==> config.mk <==
export PLATFORM = sky130hd
export DESIGN_NAME = vga_draw_bars
export DESIGN_NICKNAME = d
export VERILOG_FILES = /design/src/rtl/vga_draw_bars.sv
export SDC_FILE = /design/constraint.sdc
export NUM_CORES = 1
export LEC_CHECK = 0
export ABC_AREA = 0
export CORE_MARGIN = 1.5
export CORE_UTILIZATION = 30
export CTS_BUF_LIST = sky130_fd_sc_hd__clkbuf_8
export DETAILED_ROUTE_END_ITERATION = 16
export PLACE_DENSITY = 0.54
export SKIP_LAST_GASP = 1
export SLEW_MARGIN = 20
export SYNTH_ARGS = -nofsm -noshare
export SYNTH_HDL_FRONTEND = slang
export SYNTH_SLANG_ARGS = --single-unit
==> constraint.sdc <==
create_clock -name clk -period 3.82 [get_ports clk]
set_input_delay 0.955 -clock clk [delete_from_list [all_inputs] [get_ports clk]]
set_output_delay 0.955 -clock clk [all_outputs]
set_load 0.005 [all_outputs]
==> src/rtl/vga_draw_bars.sv <==
// vga_draw_bars: overlays one horizontal bar per voltmeter channel on a VGA picture stream.
//
// Channel values are written through a valid/ready port into shadow registers. At every
// vsync rising edge the shadow set is copied into the active set, so a bar never changes
// mid-frame. The pixel path is two register stages deep; all timing fields pass unchanged.
//
// Ports:
//   clk        in   pixel clock
//   rst        in   asynchronous active-low reset
//   vga_in     in   {hcount[10:0], vcount[10:0], hsync, vsync, hblnk, vblnk, rgb[11:0]}
//   vga_out    out  same bus, 2 clk later, rgb overlaid with bars
//   wr_valid   in   channel write request
//   wr_ready   out  write accepted on posedge clk when wr_valid && wr_ready
//   wr_ch      in   channel index (indices >= Channels are accepted and dropped)
//   wr_data    in   channel value
//   frame_tick out  one-clk pulse on the commit cycle

`ifndef VGA_BUS_SIZE
`define VGA_BUS_SIZE 38
`endif

module vga_draw_bars #(
  parameter int unsigned Channels  = 13,
  parameter int unsigned ValW      = 12,
  parameter int unsigned BarX0     = 64,
  parameter int unsigned BarY0     = 40,
  parameter int unsigned PitchLog2 = 5,
  parameter int unsigned BarH      = 24,
  parameter int unsigned Thresh    = 3300,
  parameter logic [11:0] BarColor  = 12'h0F0,
  parameter logic [11:0] OverColor = 12'hF00
) (
  input  logic                      clk,
  input  logic                      rst,
  input  logic [`VGA_BUS_SIZE-1:0]  vga_in,
  output logic [`VGA_BUS_SIZE-1:0]  vga_out,
  input  logic                      wr_valid,
  output logic                      wr_ready,
  input  logic [3:0]                wr_ch,
  input  logic [ValW-1:0]           wr_data,
  output logic                      frame_tick
);

  localparam int unsigned BusW     = `VGA_BUS_SIZE;
  localparam int unsigned HcntLsb  = 27;
  localparam int unsigned VcntLsb  = 16;
  localparam int unsigned VsyncBit = 14;
  localparam int unsigned HblnkBit = 13;
  localparam int unsigned VblnkBit = 12;
  localparam int unsigned ChW      = 11 - PitchLog2;

  logic [10:0] hcount_in, vcount_in;
  assign hcount_in = vga_in[HcntLsb +: 11];
  assign vcount_in = vga_in[VcntLsb +: 11];

  // ---------------------------------------------------------------------------
  // Write port and per-frame commit
  // ---------------------------------------------------------------------------
  logic vsync_q;
  logic rdy_q;  // low in reset, high from the first clk after release
  logic commit;
  logic wr_fire;

  assign commit     = vga_in[VsyncBit] & ~vsync_q & rdy_q;
  assign wr_ready   = rdy_q & ~commit;
  assign frame_tick = commit;
  assign wr_fire    = wr_valid & wr_ready;

  always_ff @(posedge clk or negedge rst) begin
    if (!rst) begin
      vsync_q <= 1'b0;
      rdy_q   <= 1'b0;
    end else begin
      vsync_q <= vga_in[VsyncBit];
      rdy_q   <= 1'b1;
    end
  end

  logic [ValW-1:0] shadow_q [Channels];
  logic [ValW-1:0] active_q [Channels];

  // wr_ready is low on the commit cycle, so a write and a commit never coincide.
  always_ff @(posedge clk or negedge rst) begin
    if (!rst) begin
      for (int i = 0; i < Channels; i++) begin
        shadow_q[i] <= '0;
        active_q[i] <= '0;
      end
    end else begin
      if (commit) begin
        for (int i = 0; i < Channels; i++) active_q[i] <= shadow_q[i];
      end
      if (wr_fire) begin
        for (int i = 0; i < Channels; i++) begin
          if (wr_ch == 4'(i)) shadow_q[i] <= wr_data;
        end
      end
    end
  end

  // ---------------------------------------------------------------------------
  // Stage 1: region decode
  // ---------------------------------------------------------------------------
  logic [11:0]    dy, dx;
  logic [ChW-1:0] ch_full;
  logic           in_row_d, in_col_d;

  always_comb begin
    // One extra bit so that a position left of / above the bar area shows up as negative.
    dy       = {1'b0, vcount_in} - 12'(BarY0);
    dx       = {1'b0, hcount_in} - 12'(BarX0);
    ch_full  = dy[10:PitchLog2];
    in_row_d = ~dy[11] && (ch_full < ChW'(Channels)) &&
               (dy[PitchLog2-1:0] < PitchLog2'(BarH));
    in_col_d = ~dx[11];
  end

  logic [BusW-1:0] bus1_q;
  logic            in_row1_q, in_col1_q;
  logic [10:0]     dx1_q;
  logic [3:0]      ch1_q;

  always_ff @(posedge clk or negedge rst) begin
    if (!rst) begin
      bus1_q    <= '0;
      in_row1_q <= 1'b0;
      in_col1_q <= 1'b0;
      dx1_q     <= '0;
      ch1_q     <= '0;
    end else begin
      bus1_q    <= vga_in;
      in_row1_q <= in_row_d;
      in_col1_q <= in_col_d;
      dx1_q     <= dx[10:0];
      ch1_q     <= ch_full[3:0];
    end
  end

  // ---------------------------------------------------------------------------
  // Stage 2: bar length compare and colour select
  // ---------------------------------------------------------------------------
  logic [ValW-1:0] active_sel;
  logic [8:0]      len;
  logic            hit, over;
  logic [11:0]     rgb_d;

  always_comb begin
    active_sel = '0;
    for (int i = 0; i < Channels; i++) begin
      if (ch1_q == 4'(i)) active_sel = active_q[i];
    end
    // Top 9 bits of the value give the bar length in pixels (0..511).
    len   = active_sel[ValW-1 -: 9];
    over  = active_sel > ValW'(Thresh);
    hit   = in_row1_q & in_col1_q & (dx1_q < {2'b00, len}) &
            ~bus1_q[HblnkBit] & ~bus1_q[VblnkBit];
    rgb_d = hit ? (over ? OverColor : BarColor) : bus1_q[11:0];
  end

  logic [BusW-1:0] out_q;

  always_ff @(posedge clk or negedge rst) begin
    if (!rst) begin
      out_q <= '0;
    end else begin
      out_q <= {bus1_q[BusW-1:12], rgb_d};
    end
  end

  assign vga_out = out_q;

endmodule

---- Word-level counts from Yosys, hierarchy flattened ----
Cells that the tools add are included.
word-level totals
  bits of input ports ..................... 57
  output and inout port bits .............. 40
  flip-flop bits (word level) ............. 407
  word-level logic and storage cells ...... 110
operators by class
  reductions and logical operators ........ 17
  equality and inequality tests ........... 24
  bitwise operators ....................... 14
  muxes and demuxes ....................... 15
  magnitude comparators ................... 4
  $add $sub $neg .......................... 2
operator list
  cell                                                        count
  2-to-1 mux 12 bit                                           15
  == test 4 bit, second input constant                        10
  == test 4 x 3 -> 1 bit, second input constant               8
  AND reduction 2 bit                                         13
  == test 4 x 2 -> 1 bit, second input constant               4
  greater-than comparator 12 bit, second input constant       1
  subtractor 11 x 6 -> 12 bit, second input constant          1
  subtractor 11 x 7 -> 12 bit, second input constant          1
  less-than comparator 11 x 9 -> 1 bit                        1
  AND 1 bit                                                   8
  == test 4 x 1 -> 1 bit, second input constant               2
  zero test 4 bit                                             2
  less-than comparator 6 x 4 -> 1 bit, second input constant  1
  NOT 1 bit                                                   6
  less-than comparator 5 bit, second input constant           1
  logical AND 1 bit                                           2

---- Logic depth before layout (Yosys ltp) ----
Gate-level depths: netlist (run 1).
  depth in word-level cells ............... 19
  mapped depth ............................ 18
  depth with buffers taken out ............ 13

---- Worst setup path before layout (run 1) ----
No wires, ideal clock.
  path kind ............................... reg-to-reg
  from .................................... register ch1_q[0]
  to ...................................... register out_q[4], in the netlist vga_out[4]
  buffers on the path ..................... 5
  stages on the path, launching flop included .. 16
  library setup time ...................... 0.126 ns
  arrival ................................. 3.355 ns
  data required time ...................... 3.694 ns
  path slack .............................. 0.339 ns
  cells stage by stage .................... dfrtp_1 buf_6 buf_2 buf_4 buf_2 a211o_1 a31oi_1 o221ai_1 o221ai_1 o21a_1 clkbuf_1 ha_1 a211oi_1 o2111ai_1 a211o_1 o32a_1
between the ends
  cells in the longest elaborated chain, start to end .. 19
  elaborated cells between the ends (all ways) .. 33
  those cells by class .................... 2 x order compare; 12 x eq/ne; 15 x mux; 3 x bitwise; 1 x reduce/logical
ends and longest elaborated chain
  element                               line  source
  start: declaration                    121   logic [3:0] ch1_q;
  start signal: assignment              135   ch1_q <= ch_full[3:0];
  zero test 4 bit                       150   if (ch1_q == 4'(i)) active_sel = active_q[i];
  2-to-1 mux 12 bit (12 in series)      150
  2-to-1 mux 12 bit (*)                 150
  less-than comparator 11 x 9 -> 1 bit  155   hit = in_row1_q & in_col1_q & (dx1_q < {2'b00, len}) &
  AND 1 bit (2 in series)               155
  AND 1 bit                             156   ~bus1_q[HblnkBit] & ~bus1_q[VblnkBit];
  2-to-1 mux 12 bit (*)                 157   rgb_d = hit ? (over ? OverColor : BarColor) : bus1_q[11:0];
  via rgb_d[4]                          145   logic [11:0] rgb_d;
  end signal: assignment                166   out_q <= {bus1_q[BusW-1:12], rgb_d};
  end: declaration                      160   logic [BusW-1:0] out_q;
Mark *: on every way through the listed nets, which the timed path passes. The rest lies on a longest branch.
A chain may end at the register's enable or synchronous reset.

---- Worst setup path in the final report (run 1) ----
  from .................................... register ch1_q[1]
  to ...................................... register out_q[6], in the netlist vga_out[6]
Same word-level chain as after synthesis.

==> flow_summary.ini, run 1 <==
[die]
dieHeight_um = 235
rows = 84
core_area_um2 = 52900
die_x_um = 235
initial_core_util = 0.305
dieArea_um2 = 55200
io-pin-count = 97

[global_route]
track_usage = 0.149
grt_start_max_net_pins = 96
overflow = 0
grt_pass1_vias = 10142
antenna_found_initial = 2
grt_pass1_wl_um = 63000

[synthesis]
ys_ff_latch = 400
ys_warn_count = 0
synth-seq-area-share = 0.620
synth_area_per_cell_um2 = 14.3
synth_ff_type = dfrtp_1
syn_inst = 1130
syn_area_um2 = 16100
syn_nets = 1196
synthArstFlopShare = 1.00
synth_edf_count = 0
synth.distinct_cells = 64

[drt]
viasPerCell = 4.84
wl_per_cell_um = 20.0
drc_errors = 0
drt-pass1-iter-count = 5
first_iter_violations = 467
ant_nets = 0
wl_um = 40400
via_count = 9789

[cells_and_area]
area_growth_pct = 21.6
final_common_cell = dfrtp_1
drive_above_1_share = 0.371
fin_nets = 1354
fillers = 5063
final_util = 0.371
layout_common_cells = dfrtp_1, mux2_2, clkdlybuf4s50_1, clkbuf_8, buf_4
fin_cells = 2024

[clocking]
cts-buffers-inserted = 70
cts_tree = done
hold_buffers = 0
clock-root-buffer = clkbuf_8
clk_path_buf_depth = 3
clock-sinks = 400
clk_pin_slew_worst_paths_ns = 0.06
h-tree-depth = 3
insertion_delay_ns = 0.63

[worst_setup_path]
critPathKind = reg2reg
worstPathRequired_ns = 4.31
cp-start-kind = flip-flop
arrival_ns = 4.17
path_max_fanout = 13
crit_path_end_kind = flip-flop

[worst_hold_path]
hold_class = reg2reg

[sta]
drv_slew = 0
max_clock_freq_ghz = 0.272
hold_viol = 0
maxSlewHeadroom = 0.453
holdWs_ns = 0.347
fin_crit_ns = 3.68
rsz0062_at_grt = false
period_share = 0.964
layout_setup_ws_ns = 0.139
skew_ns = 0.0300
tightest_slew_ns = 0.820
setup_violations = 0

[power]
finalPower_w = 0.0108
p_leak_nw = 8.87
ir_worst_vdd_uv = 294
power_density_nw_per_um2 = 549

[placed_design]
dpl.hpwl_um = 27100
numPlacedInstances = 1893
pre_cts_slack_ns = -0.0111
place_congestion = 0.867
numPortBuffers = 96

[job]
drv_cap = 0

[status]
status = complete, no violations
final timing paths:
path,cells past startpoint,start,endpoint,slack [ns]
max in group asynchronous,2,rst,ch1_q[0]$_DFF_PN0_,2.57
worst max-delay path,12,ch1_q[1]$_DFF_PN0_,vga_out[6]$_DFF_PN0_,0.14
min in group asynchronous,1,rst,vga_out[1]$_DFF_PN0_,0.36
worst min register to register,0,bus1_q[18]$_DFF_PN0_,vga_out[18]$_DFF_PN0_,0.35
worst max register to register,12,ch1_q[1]$_DFF_PN0_,vga_out[6]$_DFF_PN0_,0.14
worst min-delay path,0,bus1_q[18]$_DFF_PN0_,vga_out[18]$_DFF_PN0_,0.35
layer usage:
| metal | vias up | track usage | routed length [um] |
|---|---|---|---|
| li1 | 4395 | - | - |
| met1 | 5158 | 0.201 | 18600 |
| met2 | 184 | 0.238 | 19500 |
| met3 | 52 | 0.0283 | 1500 |
| met4 | 0 | 0.0541 | 825 |
| met5 | - | 0 | 0 |
cell usage after synthesis, drive strengths merged, types with 4 or more instances:
| library cell | n | area (um2) |
|---|---|---|
| xor2 | 4 | 35.0 |
| o31a | 6 | 52.6 |
| mux2 | 309 | 3480 |
| o21ai | 33 | 165 |
| o22ai | 6 | 37.5 |
| o211ai | 7 | 52.6 |
| nor4 | 6 | 37.5 |
| buf | 21 | 139 |
| nor2 | 38 | 145 |
| o21a | 6 | 45.0 |
| dfrtp | 400 | 10000 |
| nor2b | 10 | 62.6 |
| o221ai | 5 | 43.8 |
| a31oi | 4 | 25.0 |
| o32a | 5 | 50.1 |
| clkbuf | 51 | 191 |
| o31ai | 6 | 45.0 |
| nand3b | 7 | 52.6 |
| nor3 | 24 | 120 |
| a21oi | 21 | 105 |
| nor3b | 5 | 42.5 |
| ha | 9 | 113 |
| inv | 17 | 63.8 |
| a221oi | 5 | 50.0 |
| nand2 | 22 | 82.6 |
| a21o | 4 | 30.0 |
| mux2i | 28 | 280 |
| nand2b | 10 | 62.6 |
| nand3 | 4 | 20.0 |
| a211oi | 6 | 45.0 |
where the power goes:
group	total (W)	internal (W)	leakage [nW]	switching, W
clock network	0.00379	0.00206	0.778	0.00174
registers	0.00541	0.00496	5.11	0.000450
logic	0.00156	0.000868	2.98	0.000695
total	0.0108	0.00789	8.87	0.00288
through the flow:
step	instance area (um2)	setup TNS, ns
floorplan	16100	0
global placement	18100	0
detailed placement	18100	-0.0200
CTS	19500	0
global route	19600	0
finish	19600	0
what timing repair did:
item,4_1_cts,5_1_grt
pin swaps,2,2
gates resized for setup,3,12
setup buffers,1,10
setup endpoints to repair,4,12
endpoints found under the hold margin,0,0
state kept, by name (all words and copies together) (netlist names):
signal and flops:
in_col1_q 1, shadow_q 156, ch1_q 4, active_q 156, dx1_q 11, in_row1_q 1
bus1_q 32, vga_out 38, rdy_q 1
cell type report:
type | instances | area (um2) | area share
clock buffers | 80 | 1100 | 0.0561
multi-input cells | 641 | 5810 | 0.296
diodes | 1 | 2.50 | 0.000127
inverters | 17 | 67.6 | 0.00344
flip-flops and latches | 400 | 10000 | 0.510
well taps | 688 | 861 | 0.0438
repair buffers | 158 | 1520 | 0.0776
clock inverters | 39 | 245 | 0.0125
kinds of logic (layout without fill, tap and decap cells):
kind of cell               count (synthesis)  after routing  synth area share
AOI/OAI and AO/OA                        141            141            0.0610
muxes                                    340            340             0.237
xor gates and xnor gates                   6              6           0.00325
and+or+nand+nor                          144            144            0.0472
adders and majority gates                  9              9           0.00697
DFF                                      400            400             0.620
other                                      1              2          0.000232
buffers and inverters                     89            294            0.0244
critical path, cell delays in order, from the launching register on:
cell and delay [ns]:
dfrtp_4 0.56, or3b_4 0.47, o21ai_0 0.14, nand2_1 0.09, a222oi_1 0.51, buf_4 0.21
inv_1 0.04, ha_1 0.28, a21o_1 0.18, a21oi_2 0.17, o2111ai_2 0.20, a211o_4 0.40
o32a_1 0.30
Power figures use the tool's default switching activity.
==> inputs of run 2 (changes only) <==
clock period = 3.72 ns   (was 3.82 ns; I/O delays follow)
==> run 2 against run 1 <==
Sequential cell count did not move. Die area did not move. Cell count rose by 0.25%. Clock power rose by 13%. Core utilization rose by 0.26 points. Power rose by 6.4%. Via count rose by 0.67%.
==> flow_summary.ini, run 2 (synthesis results as in run 1) <==
[status]
status = complete, no violations

[global_route]
grt_start_max_net_pins = 81
grt_pass1_vias = 10375
overflow = 0
track_usage = 0.154
grt_pass1_wl_um = 64900
antenna_found_initial = 3

[sta]
drv_slew = 0
period_share = 0.981
hold_viol = 0
tightest_slew_ns = 0.815
max_clock_freq_ghz = 0.274
holdWs_ns = 0.269
maxSlewHeadroom = 0.455
tns_ns = 0
setup_violations = 0
fin_crit_ns = 3.65
skew_ns = 0.0358

[clocking]
clk_pin_slew_worst_paths_ns = 0.06
h-tree-depth = 3
hold_buffers = 0
cts_tree = done
clk_path_buf_depth = 3
insertion_delay_ns = 0.64
clock-sinks = 400
cts-buffers-inserted = 69
clock-root-buffer = clkbuf_8

[cells_and_area]
multiInputGateArea_um2 = 5800
area_growth_pct = 22.4
layout_common_cells = dfrtp_1, mux2_2, clkdlybuf4s50_1, clkbuf_8, buf_4
register_area_um2 = 10000
fin_cells = 2029
fillers = 5029
fin_nets = 1350
final_common_cell = dfrtp_1
drive_above_1_share = 0.376
stdcell_area_um2 = 19800

[worst_setup_path]
worstPathCellList = clkbuf_4 -> buf_4 -> mux2i_2 -> o221ai_1 -> o2bb2ai_1 -> a21oi_1 -> ha_1 -> a21o_1 -> a21o_1 -> a21oi_1 -> o2111ai_1 -> a211o_2 -> o32a_1
arrival_ns = 4.16
cp_top_family = compound AO/OA/AOI/OAI gates
critPathKind = reg2reg
cp-start-kind = flip-flop
cp_slowest_cell = dfrtp_4
worstPathRequired_ns = 4.23
crit_path_end_kind = flip-flop
path_max_fanout = 8
critPathMaxStageDelay_ns = 0.53
crit_buf_inv = 2

[worst_hold_path]
hold_class = in2async

[die]
dieHeight_um = 235
die_x_um = 235
dieArea_um2 = 55200
initial_core_util = 0.305
io-pin-count = 97
rows = 84
core_area_um2 = 52900

[placed_design]
numPlacedInstances = 1896
place_area_um2 = 18200
dpl.hpwl_um = 27800
place_congestion = 0.875
numPortBuffers = 96

[drt]
wl_um = 41400
wl_per_cell_um = 20.4
viasPerCell = 4.86
drc_errors = 0
ant_nets = 0
via_count = 9855
drt-pass1-iter-count = 6
first_iter_violations = 593

[power]
power_density_nw_per_um2 = 579
p_leak_nw = 8.94
finalPower_w = 0.0115
ir_worst_vdd_uv = 289

[job]
drv_cap = 0
run 2: what timing repair did:
item	in CTS	in global routing
setup endpoints to repair	8	12
pin swaps	0	1
resized for setup	2	9
setup buffers	0	5
run 2: final timing paths:
path / from / to / slack [ns] / depth (start not counted)
setup reg to reg: ch1_q[0]$_DFF_PN0_ / vga_out[7]$_DFF_PN0_ / 0.07 / 13
hold / removal: rst / vga_out[1]$_DFF_PN0_ / 0.27 / 1
max in group asynchronous: rst / vga_out[18]$_DFF_PN0_ / 2.50 / 2
hold reg to reg: bus1_q[36]$_DFF_PN0_ / vga_out[36]$_DFF_PN0_ / 0.34 / 0
setup / recovery: ch1_q[0]$_DFF_PN0_ / vga_out[7]$_DFF_PN0_ / 0.07 / 13
min in group clk: bus1_q[36]$_DFF_PN0_ / vga_out[36]$_DFF_PN0_ / 0.34 / 0
run 2: layer usage:
layer | track usage | share of wire | vias to the layer above
met5 | 0 | 0 | -
met4 | 0.0677 | 0.030 | 0
met3 | 0.0300 | 0.042 | 59
met2 | 0.246 | 0.48 | 215
met1 | 0.202 | 0.45 | 5172
li1 | - | - | 4409
run 2: area by class of cell:
type,count,share of cell area
timing repair buffer,155,0.0759
antenna,1,0.000127
clock buffer,93,0.0647
inverter,17,0.00323
clock inverter,34,0.0126
sequential,400,0.507
tap,688,0.0435
multi-input combinational,641,0.293
run 2: metrics by stage:
stage / util / setup WS, ns
global placement: 0.344 / -0.00461
global route: 0.374 / -0.00362
finish: 0.374 / 0.0710
CTS: 0.373 / 0.0741
detailed placement: 0.344 / -0.0404
floorplan: - / 0.239
run 2: where the power goes:
group,switching (W),total (W),internal [W]
registers,0.000475,0.00557,0.00509
clock network,0.00183,0.00429,0.00246
logic,0.000709,0.00159,0.000883
total,0.00302,0.0115,0.00844
==> inputs of run 3 (changes only) <==
REMOVE_ABC_BUFFERS = 1   (was not set)
==> run 3 against run 2 <==
Register-to-register slack better by 0.13 ns. Hold slack improved by 0.070 ns. Clock skew is 0.020 ns lower. Critical path depth did not move. First-iteration DRC count shrank 15%. Non-clock buffer count up 2. Largest cell class unchanged. Largest power group unchanged.
==> flow_summary.ini, run 3 (synthesis results as in run 1) <==
[worst_setup_path]
worstPathRequired_ns = 4.20
crit_path_end_kind = flip-flop
worstPathCellList = buf_12 -> buf_4 -> mux2i_1 -> a221oi_2 -> nor4_1 -> o31a_1 -> ha_1 -> a21o_1 -> a21o_1 -> a21oi_1 -> o2111ai_1 -> a211o_2 -> o32a_1
critPathKind = reg2reg
cp-start-kind = flip-flop
critPathMaxStageDelay_ns = 0.51
cp_top_family = compound AO/OA/AOI/OAI gates
cp_common_cell = a21o_1
path_max_fanout = 21
arrival_ns = 4.00
crit_buf_inv = 2
cp_slowest_cell = dfrtp_4

[cells_and_area]
final_common_cell = dfrtp_1
area_growth_pct = 22.1
fin_cells = 2029
fillers = 5023
drive_above_1_share = 0.370
layout_common_cells = dfrtp_1, mux2_2, clkdlybuf4s50_1, clkbuf_8, buf_4
stdcell_area_um2 = 19700
final_util = 0.373
fin_nets = 1354

[sta]
maxSlewHeadroom = 0.449
tightest_slew_ns = 0.826
hold_viol = 0
layout_setup_ws_ns = 0.201
drv_slew = 0
period_share = 0.946
max_clock_freq_ghz = 0.284
fin_crit_ns = 3.52
skew_ns = 0.0162
setup_violations = 0

[die]
io-pin-count = 97
die_x_um = 235
rows = 84
dieHeight_um = 235
initial_core_util = 0.305
core_area_um2 = 52900
dieArea_um2 = 55200

[global_route]
track_usage = 0.154
grt_pass1_wl_um = 64700
antenna_found_initial = 2
grt_start_max_net_pins = 89
overflow = 0
grt_pass1_vias = 10320

[drt]
wl_per_cell_um = 20.6
wl_um = 41700
via_count = 9856
first_iter_violations = 507
drc_errors = 0
drt-pass1-iter-count = 5
viasPerCell = 4.86
ant_nets = 0

[clocking]
insertion_delay_ns = 0.61
hold_buffers = 0
clock-root-buffer = clkbuf_8
clk_pin_slew_worst_paths_ns = 0.06
clock-sinks = 400
cts_tree = done
clk_path_buf_depth = 3
h-tree-depth = 3
cts-buffers-inserted = 71

[placed_design]
dpl.hpwl_um = 27900
place_area_um2 = 18200
numPlacedInstances = 1898
pre_cts_slack_ns = 0.0980
place_congestion = 0.867
numPortBuffers = 96

[power]
power_density_nw_per_um2 = 563
p_leak_nw = 8.92
ir_worst_vdd_uv = 203
finalPower_w = 0.0111

[status]
status = complete, no violations

[job]
drv_cap = 0

[worst_hold_path]
hold_class = in2async
[run 3: cell count changes in the layout (fill, tap and decap cells not counted), sizes merged]
cell	change
buf	+3
inv	+2
clkinv	+1
bufinv	-2
diode	+1
clkinvlp	+1
clkbuf	-6
[run 3: layer usage]
layer  wire (um)  vias up  track usage
met5           0        -            0
met4        1110        0       0.0580
met3        2020       71       0.0336
met2       19600      235        0.246
met1       19000     5143        0.205
li1            -     4407            -
[run 3: path summary, 6_finish.rpt]
path | from | to | slack [ns] | cells past startpoint
worst max-delay path | ch1_q[0]$_DFF_PN0_ | vga_out[7]$_DFF_PN0_ | 0.20 | 13
worst min-delay path | rst | shadow_q[13]$_DFFE_PN0P_ | 0.34 | 1
worst max register to register | ch1_q[0]$_DFF_PN0_ | vga_out[7]$_DFF_PN0_ | 0.20 | 13
worst min register to register | bus1_q[23]$_DFF_PN0_ | vga_out[23]$_DFF_PN0_ | 0.34 | 0
max in group asynchronous | rst | vga_out[12]$_DFF_PN0_ | 2.50 | 2
min in group clk | bus1_q[23]$_DFF_PN0_ | vga_out[23]$_DFF_PN0_ | 0.34 | 0
[run 3: worst register-to-register path: stages (launching register included)]
cell	delay, ns
dfrtp_4	0.51
buf_12	0.17
buf_4	0.22
mux2i_1	0.20
a221oi_2	0.26
nor4_1	0.09
o31a_1	0.35
ha_1	0.20
a21o_1	0.15
a21o_1	0.17
a21oi_1	0.17
o2111ai_1	0.20
a211o_2	0.39
o32a_1	0.32
[run 3: layout make-up]
type	count	area, um2	area share
flip-flops and latches	400	10000	0.508
well taps	688	861	0.0437
multi-input cells	641	5800	0.294
inverters	17	67.6	0.00343
clock inverters	36	175	0.00889
clock buffers	88	1210	0.0614
diodes	2	5.00	0.000254
repair buffers	157	1570	0.0799
[run 3: report_power, final]
part | switching (W) | internal, W
Sequential | 0.000455 | 0.00510
Clock | 0.00176 | 0.00219
Combinational | 0.000710 | 0.000894
[run 3: metrics by stage]
stage          TNS, ns  hold slack [ns]
2_1_floorplan  -252.35            0.331
3_5_place_dp         0            0.335
4_1_cts              0            0.343
3_3_place_gp         0            0.333
6_report             0            0.339
5_1_grt        -0.0199            0.351
[run 3: timing repair]
action | 4_1_cts | 5_1_grt
gates resized for setup | 0 | 15
buffers inserted | 0 | 5
endpoints found under the setup margin | 0 | 12
